### config.mk
export PLATFORM = sky130hd
export DESIGN_NAME = pipe_skid_stage
export DESIGN_NICKNAME = d
export VERILOG_FILES = /design/src/rtl/pipe_skid_stage.sv
export SDC_FILE = /design/constraint.sdc
export NUM_CORES = 1
export LEC_CHECK = 0
export BUFFER_PORTS_ARGS = -buffer_cell sky130_fd_sc_hd__buf_2
export CORE_ASPECT_RATIO = 1.75
export CORE_MARGIN = 8
export CORE_UTILIZATION = 30
export DETAILED_ROUTE_END_ITERATION = 10
export MAX_ROUTING_LAYER = met4
export PLACE_DENSITY = 0.54
export SLEW_MARGIN = 10
export SYNTH_ARGS = -nofsm -noshare
export SYNTH_HDL_FRONTEND = slang
export SYNTH_SLANG_ARGS = --single-unit
### constraint.sdc
create_clock -name clk -period 3.5 [get_ports clk]
set_clock_uncertainty 0.1 [all_clocks]
set_input_delay 0.7 -clock clk [delete_from_list [all_inputs] [get_ports clk]]
set_output_delay 0.7 -clock clk [all_outputs]
set_load 0.005 [all_outputs]
### src/rtl/pipe_skid_stage.sv
// pipe_skid_stage: elastic valid/ready pipeline stage with a 2-entry skid buffer.
// The main register drives the outputs. The skid register absorbs the entry that is
// accepted in the first cycle of back-pressure. in_ready is registered, so there is
// no combinational path from out_ready to in_ready. Flush squashes every held entry.
// Ports:
//   clk, reset      rising-edge clock, asynchronous active-low reset
//   in_valid/ready  upstream handshake; in_data / in_ctrl carry the payload
//   flush           synchronous squash of all held entries
//   out_valid/ready downstream handshake; out_data / out_ctrl carry the payload
//                   (out_ctrl reads 0 whenever out_valid = 0)
//   occupancy       number of entries held (0..2)
//   stall_cnt       saturating count of cycles with out_valid=1 and out_ready=0
//   drop_cnt        saturating count of valid entries discarded by flush
module pipe_skid_stage #(
  parameter int unsigned DATA_W = 32,
  parameter int unsigned CTRL_W = 8,
  parameter int unsigned CNT_W  = 16
) (
  input  logic              clk,
  input  logic              reset,
  input  logic              in_valid,
  output logic              in_ready,
  input  logic [DATA_W-1:0] in_data,
  input  logic [CTRL_W-1:0] in_ctrl,
  input  logic              flush,
  output logic              out_valid,
  input  logic              out_ready,
  output logic [DATA_W-1:0] out_data,
  output logic [CTRL_W-1:0] out_ctrl,
  output logic [1:0]        occupancy,
  output logic [CNT_W-1:0]  stall_cnt,
  output logic [CNT_W-1:0]  drop_cnt
);

  localparam int unsigned SUM_W = CNT_W + 1;

  // Encoding equals the occupancy of each state.
  typedef enum logic [1:0] {
    EMPTY = 2'd0,
    BUSY  = 2'd1,
    FULL  = 2'd2
  } state_e;

  state_e              state;
  state_e              state_nxt;
  logic [DATA_W-1:0]   skid_data;
  logic [CTRL_W-1:0]   skid_ctrl;
  logic                in_fire;
  logic                out_fire;
  logic [1:0]          drop_inc;
  logic [SUM_W-1:0]    drop_sum;

  assign in_fire  = in_valid & in_ready;
  assign out_fire = out_valid & out_ready;

  // Next state; flush overrides every handshake.
  always_comb begin
    state_nxt = state;
    case (state)
      EMPTY: if (in_fire) state_nxt = BUSY;
      BUSY: begin
        if (in_fire && !out_fire)      state_nxt = FULL;
        else if (!in_fire && out_fire) state_nxt = EMPTY;
      end
      FULL:    if (out_fire) state_nxt = BUSY;
      default: state_nxt = EMPTY;
    endcase
    if (flush) state_nxt = EMPTY;
  end

  // Entries lost to a flush: everything held minus the one leaving, plus the one arriving.
  always_comb begin
    drop_inc = occupancy + 2'(in_fire) - 2'(out_fire);
    drop_sum = {1'b0, drop_cnt} + SUM_W'(drop_inc);
  end

  // State, payload registers and statistics.
  always_ff @(posedge clk or negedge reset) begin
    if (!reset) begin
      state     <= EMPTY;
      in_ready  <= 1'b1;
      out_valid <= 1'b0;
      occupancy <= 2'd0;
      out_data  <= '0;
      out_ctrl  <= '0;
      skid_data <= '0;
      skid_ctrl <= '0;
      stall_cnt <= '0;
      drop_cnt  <= '0;
    end else begin
      state     <= state_nxt;
      in_ready  <= (state_nxt != FULL);
      out_valid <= (state_nxt != EMPTY);
      occupancy <= 2'(state_nxt);

      if (out_valid && !out_ready && (stall_cnt != {CNT_W{1'b1}}))
        stall_cnt <= stall_cnt + CNT_W'(1);

      if (flush) begin
        out_ctrl <= '0;
        drop_cnt <= drop_sum[CNT_W] ? {CNT_W{1'b1}} : drop_sum[CNT_W-1:0];
      end else begin
        case (state)
          EMPTY: begin
            if (in_fire) begin
              out_data <= in_data;
              out_ctrl <= in_ctrl;
            end
          end
          BUSY: begin
            if (in_fire && out_fire) begin
              out_data <= in_data;
              out_ctrl <= in_ctrl;
            end else if (in_fire) begin
              skid_data <= in_data;
              skid_ctrl <= in_ctrl;
            end else if (out_fire) begin
              // Main drains: present a NOP, keep the stale payload.
              out_ctrl <= '0;
            end
          end
          FULL: begin
            if (out_fire) begin
              out_data <= skid_data;
              out_ctrl <= skid_ctrl;
            end
          end
          default: ;
        endcase
      end
    end
  end

endmodule
# ---- Yosys cells after proc, flatten, opt, wreduce, memory -nomap -nowiden
# Index checks and enable logic that the tools add are counted.
dict set report op_classes {
  add_sub_neg 4
  reduce_logical 15
  n_eq_ne 11
  muxes 18
  bitwise 4
}
# op count
set ops {}
lappend ops {{two-way mux 32 bit} 3}
lappend ops {{one-hot mux 32 bit (3 select lines)} 1}
lappend ops {{two-way mux 8 bit} 6}
lappend ops {{one-hot mux 8 bit (3 select lines)} 1}
lappend ops {{adder 16 x 2 -> 17 bit} 1}
lappend ops {{adder 16 x 1 -> 16 bit, second input constant} 1}
lappend ops {{two-way mux 16 bit} 1}
lappend ops {{!= test 16 bit, second input constant} 1}
lappend ops {{two-way mux 2 bit} 5}
lappend ops {{AND reduction 5 bit} 2}
lappend ops {{!= test 2 bit, second input constant} 4}
lappend ops {{!= test 4 bit, second input constant} 2}
lappend ops {{!= test 3 bit, second input constant} 2}
lappend ops {{one-hot mux 2 bit (3 select lines)} 1}
lappend ops {{logical AND 1 bit} 5}
lappend ops {{AND reduction 4 bit} 1}
lappend ops {{nonzero test 4 bit} 1}
lappend ops {{zero test 1 bit} 3}
lappend ops {{nonzero test 3 bit} 1}
lappend ops {{adder 2 x 1 -> 2 bit} 1}
lappend ops {{bitwise AND 1 bit} 2}
lappend ops {{equality test 2 x 1 -> 1 bit, second input constant} 1}
lappend ops {{equality test 2 bit, second input constant} 1}
lappend ops {{zero test 2 bit} 1}
lappend ops {{3 further kinds} 4}
dict set report totals {
  in_bits 45
  register_bits 116
  elab_cells 61
  out_inout_bits 76
}

# ---- Logic depth before layout (Yosys ltp)
# Gate-level depths: netlist (run 1).
dict set report depth {
  depth_word 8
  ltp_mapped 13
  ltp_nobuf 10
}

# ---- Worst setup path after synthesis (run 1)
# OpenSTA, ideal clock, no wires.
dict set report synth_path {
  path_kind {in2reg}
  startpoint {in out_ready}
  endpoint {reg drop_cnt[15]}
  path_stages 11
  t_required_ns 3.275
  setup_ns 0.125
  n_path_buf 2
  arrival_time_ns 2.971
  setup_slack_ns 0.304
  path_cell_list {and2_1 -> ha_1 -> ha_1 -> ha_1 -> fa_1 -> and3_1 -> clkbuf_1 -> and3_1 -> clkbuf_1 -> nand2b_1 -> mux2_2}
}
dict set report synth_via {
  elab_chain_cells 4
}
# item line_no
set synth_rtl {}
lappend synth_rtl {{start, declared} 27} ;# input logic out_ready,
lappend synth_rtl {{bitwise AND 1 bit} 54} ;# assign out_fire = out_valid & out_ready;
lappend synth_rtl {{subtractor 2 x 1 -> 2 bit} 73} ;# drop_inc = occupancy + 2'(in_fire) - 2'(out_fire);
lappend synth_rtl {{adder 16 x 2 -> 17 bit} 74} ;# drop_sum = {1'b0, drop_cnt} + SUM_W'(drop_inc);
lappend synth_rtl {{two-way mux 16 bit} 101} ;# drop_cnt <= drop_sum[CNT_W] ? {CNT_W{1'b1}} : drop_sum[CNT_W-1:0];
lappend synth_rtl {{end signal, assigned} 101}
lappend synth_rtl {{end, declared} 32} ;# output logic [CNT_W-1:0] drop_cnt
# No other way between the ends.
# A chain may end at the register's enable or synchronous reset.

# ---- Final worst setup path (run 1)
dict set report layout_path {
  startpoint {reg in_ready}
  endpoint {reg drop_cnt[11]}
}
dict set report layout_via {
  elab_chain_cells 5
}
# item line_no
set layout_rtl {}
lappend layout_rtl {{start, declared} 22} ;# output logic in_ready,
lappend layout_rtl {{start signal, assigned} 92} ;# in_ready <= (state_nxt != FULL);
lappend layout_rtl {{bitwise AND 1 bit} 53} ;# assign in_fire = in_valid & in_ready;
lappend layout_rtl {{adder 2 x 1 -> 2 bit} 73}
lappend layout_rtl {{subtractor 2 x 1 -> 2 bit} 73}
lappend layout_rtl {{adder 16 x 2 -> 17 bit} 74}
lappend layout_rtl {{two-way mux 16 bit} 101}
# No other way between the ends.

==> flow_metrics.tcl, run 1 <==
set metrics [dict create \
    status "complete, no violations" \
    maxCapViolations 0 \
    htreeDepth 4 \
    cp-end-kind "flip-flop" \
    ant_nets 0 \
    final_nets 639 \
    tightestPinTransition_ns 0.719 \
    drc_errors 0 \
    dieArea_sq_um 22300 \
    syn2layout_area_growth_pct 29.4 \
    final_layout_size_suffix_gt1_share_pct 35.8 \
    rows 64 \
    n_fill_cell 1739 \
    vdd_drop_max_v 0.000336 \
    clock_path_buffers 2 \
    startpoint_type "flip-flop" \
    async_flop_share_pct 100 \
    clock-root-buffer "clkbuf_16" \
    antenna-diode-count 0 \
    setup_violations 0 \
    mostFrequentLayoutCells "buf_2 (119), dfrtp_1 (115), a21oi_1 (49)" \
    postCtsHoldBufs 0 \
    netlist_area_sq_um 5280 \
    synth_edf_count 0 \
    critPathRequiredTime_ns 3.69 \
    setup_ws_ns 0.503 \
    setup_tns_ns 0 \
    coreArea_sq_um 17400 \
    postCtsResizedCells 0 \
    slew_headroom_pct 52.0 \
    worstPathArrival_ns 3.19 \
    cts_sinks 116 \
    grt_pass1_wl_um 23000 \
    synth_area_leader_cell "dfrtp_1" \
    drv_slew 0 \
    wirelength_um 13800 \
    routabilityCongestion 0.784 \
    ys_types 45 \
    post_cts_buffers 0 \
    cts_tree "built" \
    grt_antenna_before_repair 0 \
    fmax_mhz 334 \
    period_share_pct 85.6 \
    dpl.hpwl_um 9900 \
    clk_latency_ns 0.40 \
    netlist_instances 454 \
    first_pass_iters 4 \
    mostFrequentLayoutCell "buf_2" \
    ys.flop_type "dfrtp_1" \
    die_y_um 192 \
    fin_crit_ns 3.00 \
    wl_per_cell_um 16.7 \
    p_leak_nw 3.11 \
    syn_avg_cell_area_sq_um 11.6 \
    synth_area_leaders "dfrtp_1 (54%), mux2_2 (9.2%), mux2i_1 (6.4%)" \
    fp.dieW_um 116 \
    overflow 0 \
    drt_first_iter_violations 180 \
    start_util_pct 30.4 \
    grt_util_all_layers_pct 13.5 \
    grt_max_degree 65 \
    clk_pin_slew_worst_paths_ns 0.06 \
    synth_warnings 0 \
    cts-buffers-inserted 17 \
    fin_hold_ws_ns 0.103 \
    hold_viol 0 \
    cp_max_fo 7 \
    syn_nets 511 \
    place_ws_ns 0.214 \
    power_density_nw_per_um2 756 \
    synth_top_area_share_pct 54.5 \
    critical_path_class "reg -> reg" \
    ys_ff_latch 116 \
    worstHoldPathType "in -> async" \
    via_per_inst 4.80 \
    ioPinCount 121 \
    portBuffers 120 \
    grt_pass1_vias 4341 \
    vias 3964 \
    rsz0062_at_grt "false" \
    synth_seq_area_share_pct 55.0 \
]
## sequential cells by signal, indices dropped and copies added (netlist names)
register / count
out_data: 32
stall_cnt: 16
out_ctrl: 8
in_ready: 1
skid_ctrl: 8
out_valid: 1
skid_data: 32
state: 2
drop_cnt: 16
## routing by layer
| metal | up-vias | track usage [%] | share of wire (%) |
|---|---|---|---|
| met5 | - | - | 0 |
| met2 | 79 | 24.2 | 56 |
| li1 | 1892 | - | - |
| met3 | 9 | 2.63 | 3.3 |
| met4 | 0 | 4.82 | 1.2 |
| met1 | 1984 | 14.3 | 39 |
## per-stage QoR
stage	instances	utilization (%)	power, W	area, sq um
global route	826	39.4	0.00550	6840
floorplan	454	-	0.00276	5280
global placement	794	35.6	0.00327	6190
detailed placement	794	35.6	0.00333	6190
finish	826	39.4	0.00517	6840
CTS	826	39.4	0.00526	6840
## Yosys cell counts, types with 2 or more instances
master	n
nor2_1	41
nor3_1	6
nand2_1	27
o21ai_0	5
a211oi_1	8
and3_1	8
xnor2_1	11
a31oi_1	6
a21oi_1	49
xor2_1	9
and2b_2	2
and2_1	3
clkbuf_1	7
dfrtp_1	115
mux2_2	43
nor4_1	4
nand3_1	4
a32oi_1	8
mux2i_1	34
inv_1	5
nand4_1	10
ha_1	11
buf_2	13
and4b_1	2
nor2b_1	3
## final timing paths
path | from | endpoint | slack (ns) | cells after the start
max | in_ready | drop_cnt[11] | 0.50 | 11
min | reset | skid_data[13] | 0.10 | 1
max reg2reg | in_ready | drop_cnt[11] | 0.50 | 11
min reg2reg | skid_data[31] | skid_data[31] | 0.40 | 1
max in group asynchronous | reset | in_ready | 2.39 | 2
min in group clk | skid_data[31] | skid_data[31] | 0.40 | 1
## report_power, final
part           switching, W  internal (W)  leakage (nW)
clock network      0.000655       0.00124         0.310
logic              0.000563      0.000600          1.39
registers          0.000309       0.00180          1.41
total               0.00153       0.00364          3.11
## cell type report
type	instances	area [sq um]	area share, %
Clock buffer	19	453	6.62
Clock inverter	13	196	2.87
Inverter	5	18.8	0.274
Multi-Input combinational cell	312	2270	33.2
Sequential cell	116	2900	42.5
Tap cell	231	289	4.23
Timing Repair Buffer	130	703	10.3
## worst max-delay path: stages, from the launching register on
cell and delay [ns]:
dfstp_2 0.53, nand2_1 0.09, inv_1 0.13, ha_1 0.25
ha_1 0.28, ha_1 0.21, fa_1 0.38, and3_1 0.20
and3_1 0.23, nand3_1 0.22, buf_4 0.20, nand2_1 0.06
## kinds of logic after synthesis
| group | after synthesis | synth area share, % |
|---|---|---|
| AND/OR/NAND/NOR | 120 | 11.6 |
| flip-flops | 116 | 55.0 |
| AO/OA/AOI/OAI | 83 | 9.38 |
| multiplexers | 77 | 15.6 |
| buffers and inverters | 26 | 2.15 |
| XOR/XNOR | 20 | 3.32 |
| adder cells (fa/ha/maj) | 12 | 2.98 |
(Power assumes the default switching activity.)
==> run 2: changes to the inputs <==
- clock period: 3.5 -> 3.3 ns (I/O delays scaled with it)
==> run 2 against run 1 <==
  * Critical endpoint is now drop_cnt[15]
  * Die area unchanged
  * Via count is 0.88% higher
  * Routed wire length grew 0.28%
  * Largest cell class unchanged
  * First-iteration DRC count down 7.2%
  * Critical path depth down 1
  * Hold slack improved by 0.0057 ns
==> flow_metrics.tcl, run 2 (same netlist as run 1, synthesis figures left out) <==
set metrics [dict create \
    setup_ws_ns 0.375 \
    slowest_stage "dfstp_2" \
    dieArea_sq_um 22300 \
    power_frac_comb_pct 23.6 \
    overflow 0 \
    mostFrequentLayoutCells "buf_2 (119), dfrtp_1 (115), a21oi_1 (49)" \
    grt_pass1_vias 4374 \
    critical_path.max_stage_delay_ns 0.53 \
    period_share_pct 88.6 \
    ioPinCount 121 \
    setup_violations 0 \
    worstPathArrival_ns 3.12 \
    start_util_pct 30.4 \
    vias 3999 \
    dpl.hpwl_um 9770 \
    rr_endpoint "drop_cnt[15]" \
    final_nets 639 \
    rsz0062_at_grt "false" \
    crit_buf_inv 1 \
    critPathRequiredTime_ns 3.49 \
    portBuffers 120 \
    drc_errors 0 \
    swShare_pct 30.8 \
    ant_nets 0 \
    post_cts_buffers 0 \
    coreArea_sq_um 17400 \
    grt_util_all_layers_pct 13.4 \
    worstHoldPathType "in -> async" \
    status "complete, no violations" \
    htreeDepth 4 \
    via_per_inst 4.85 \
    fmax_mhz 342 \
    antenna-diode-count 0 \
    cts-buffers-inserted 17 \
    maxCapViolations 0 \
    power_density_nw_per_um2 771 \
    cp_max_fo 7 \
    routabilityCongestion 0.780 \
    cp-end-kind "flip-flop" \
    first_pass_iters 4 \
    postCtsResizedCells 0 \
    crit_chain "nand2_1 -> inv_1 -> ha_1 -> ha_1 -> ha_1 -> fa_1 -> and3_1 -> and3_1 -> nand2b_1 -> mux2_2" \
    die_y_um 192 \
    final_layout_size_suffix_gt1_share_pct 35.5 \
    mostFrequentLayoutCell "buf_2" \
    drv_slew 0 \
    slew_headroom_pct 52.9 \
    wl_per_cell_um 16.8 \
    place_ws_ns 0.0978 \
    cts_sinks 116 \
    wirelength_um 13900 \
    fp.dieW_um 116 \
    syn2layout_area_growth_pct 27.8 \
    critical_path_class "reg -> reg" \
    rows 64 \
    clk_latency_ns 0.40 \
    drt_first_iter_violations 167 \
    pwr-share-seq_pct 43.1 \
    reg.largest.list "out_data (32), skid_data (32)" \
    r2r_cells 10 \
    grt_max_degree 65 \
    grt_antenna_before_repair 0 \
    placed_cell_area_sq_um 6200 \
    startpoint_type "flip-flop" \
    clk_pin_slew_worst_paths_ns 0.06 \
    hold_viol 0 \
    grt_pass1_wl_um 22700 \
    clock-root-buffer "clkbuf_16" \
    p_clk_share_pct 33.3 \
    fin_crit_ns 2.93 \
    setup_tns_ns 0 \
    p_sw_w 0.00161 \
    p_int_w 0.00360 \
    p_leak_nw 3.06 \
    r2r_slack_ns 0.37 \
    cts_tree "built" \
    r2r-start "in_ready" \
    stdcell_area_sq_um 6750 \
    postCtsHoldBufs 0 \
    vdd_drop_max_v 0.000283 \
    path_delay_family "adder cells" \
    clock_path_buffers 2 \
    path_common_cell "ha_1" \
    tightestPinTransition_ns 0.707 \
]
[run 2: cell types whose count changed in the layout (fill, tap and decap cells not counted), sizes merged]
cell / previous run / this run
inv: 7 / 6
bufinv: 4 / 1
clkinvlp: 2 / 5
[run 2: final cells by class]
| class | instances | area [sq um] |
|---|---|---|
| Fill cell | 1733 | 10600 |
| Multi-Input combinational cell | 312 | 2270 |
| Clock inverter | 12 | 109 |
| Clock buffer | 19 | 443 |
| Timing Repair Buffer | 130 | 716 |
| Inverter | 5 | 18.8 |
| Tap cell | 231 | 289 |
| Sequential cell | 116 | 2900 |
[run 2: how the worst max path moves through the flow]
stage	startpoint	endpoint	slack, ns	cells after the start
after global routing	in_ready	drop_cnt[15]	0.21	10
after detailed placement	out_ready	drop_cnt[15]	0.1	10
after CTS	in_ready	drop_cnt[15]	0.37	10
final	in_ready	drop_cnt[15]	0.37	10
after global placement	out_ready	drop_cnt[15]	0.13	10
after floorplan	out_ready	drop_cnt[15]	0.14	11
[run 2: per-layer routing]
layer	GRT usage, %	vias up	routed length [um]
met3	2.31	19	466
met2	23.9	103	7730
met5	-	-	0
met4	6.27	0	272
li1	-	1889	-
met1	13.7	1988	5390
[run 2: per-stage QoR]
| step | utilization (%) | hold slack, ns | total power (W) | std cells |
|---|---|---|---|---|
| global route | 38.9 | 0.125 | 0.00554 | 825 |
| global placement | 35.7 | 0.388 | 0.00347 | 794 |
| detailed placement | 35.7 | 0.396 | 0.00353 | 794 |
| floorplan | - | 0.264 | 0.00293 | 454 |
| CTS | 38.9 | 0.0956 | 0.00531 | 825 |
| finish | 38.9 | 0.109 | 0.00521 | 825 |
[run 2: power groups by stage]
stage | clock, W | sequential (W) | combinational, W
2_1_floorplan | 0 | 0.00222 | 0.000713
3_3_place_gp | 0 | 0.00224 | 0.00122
3_5_place_dp | 0 | 0.00227 | 0.00126
4_1_cts | 0.00180 | 0.00225 | 0.00126
5_1_grt | 0.00185 | 0.00232 | 0.00137
6_report | 0.00173 | 0.00225 | 0.00123
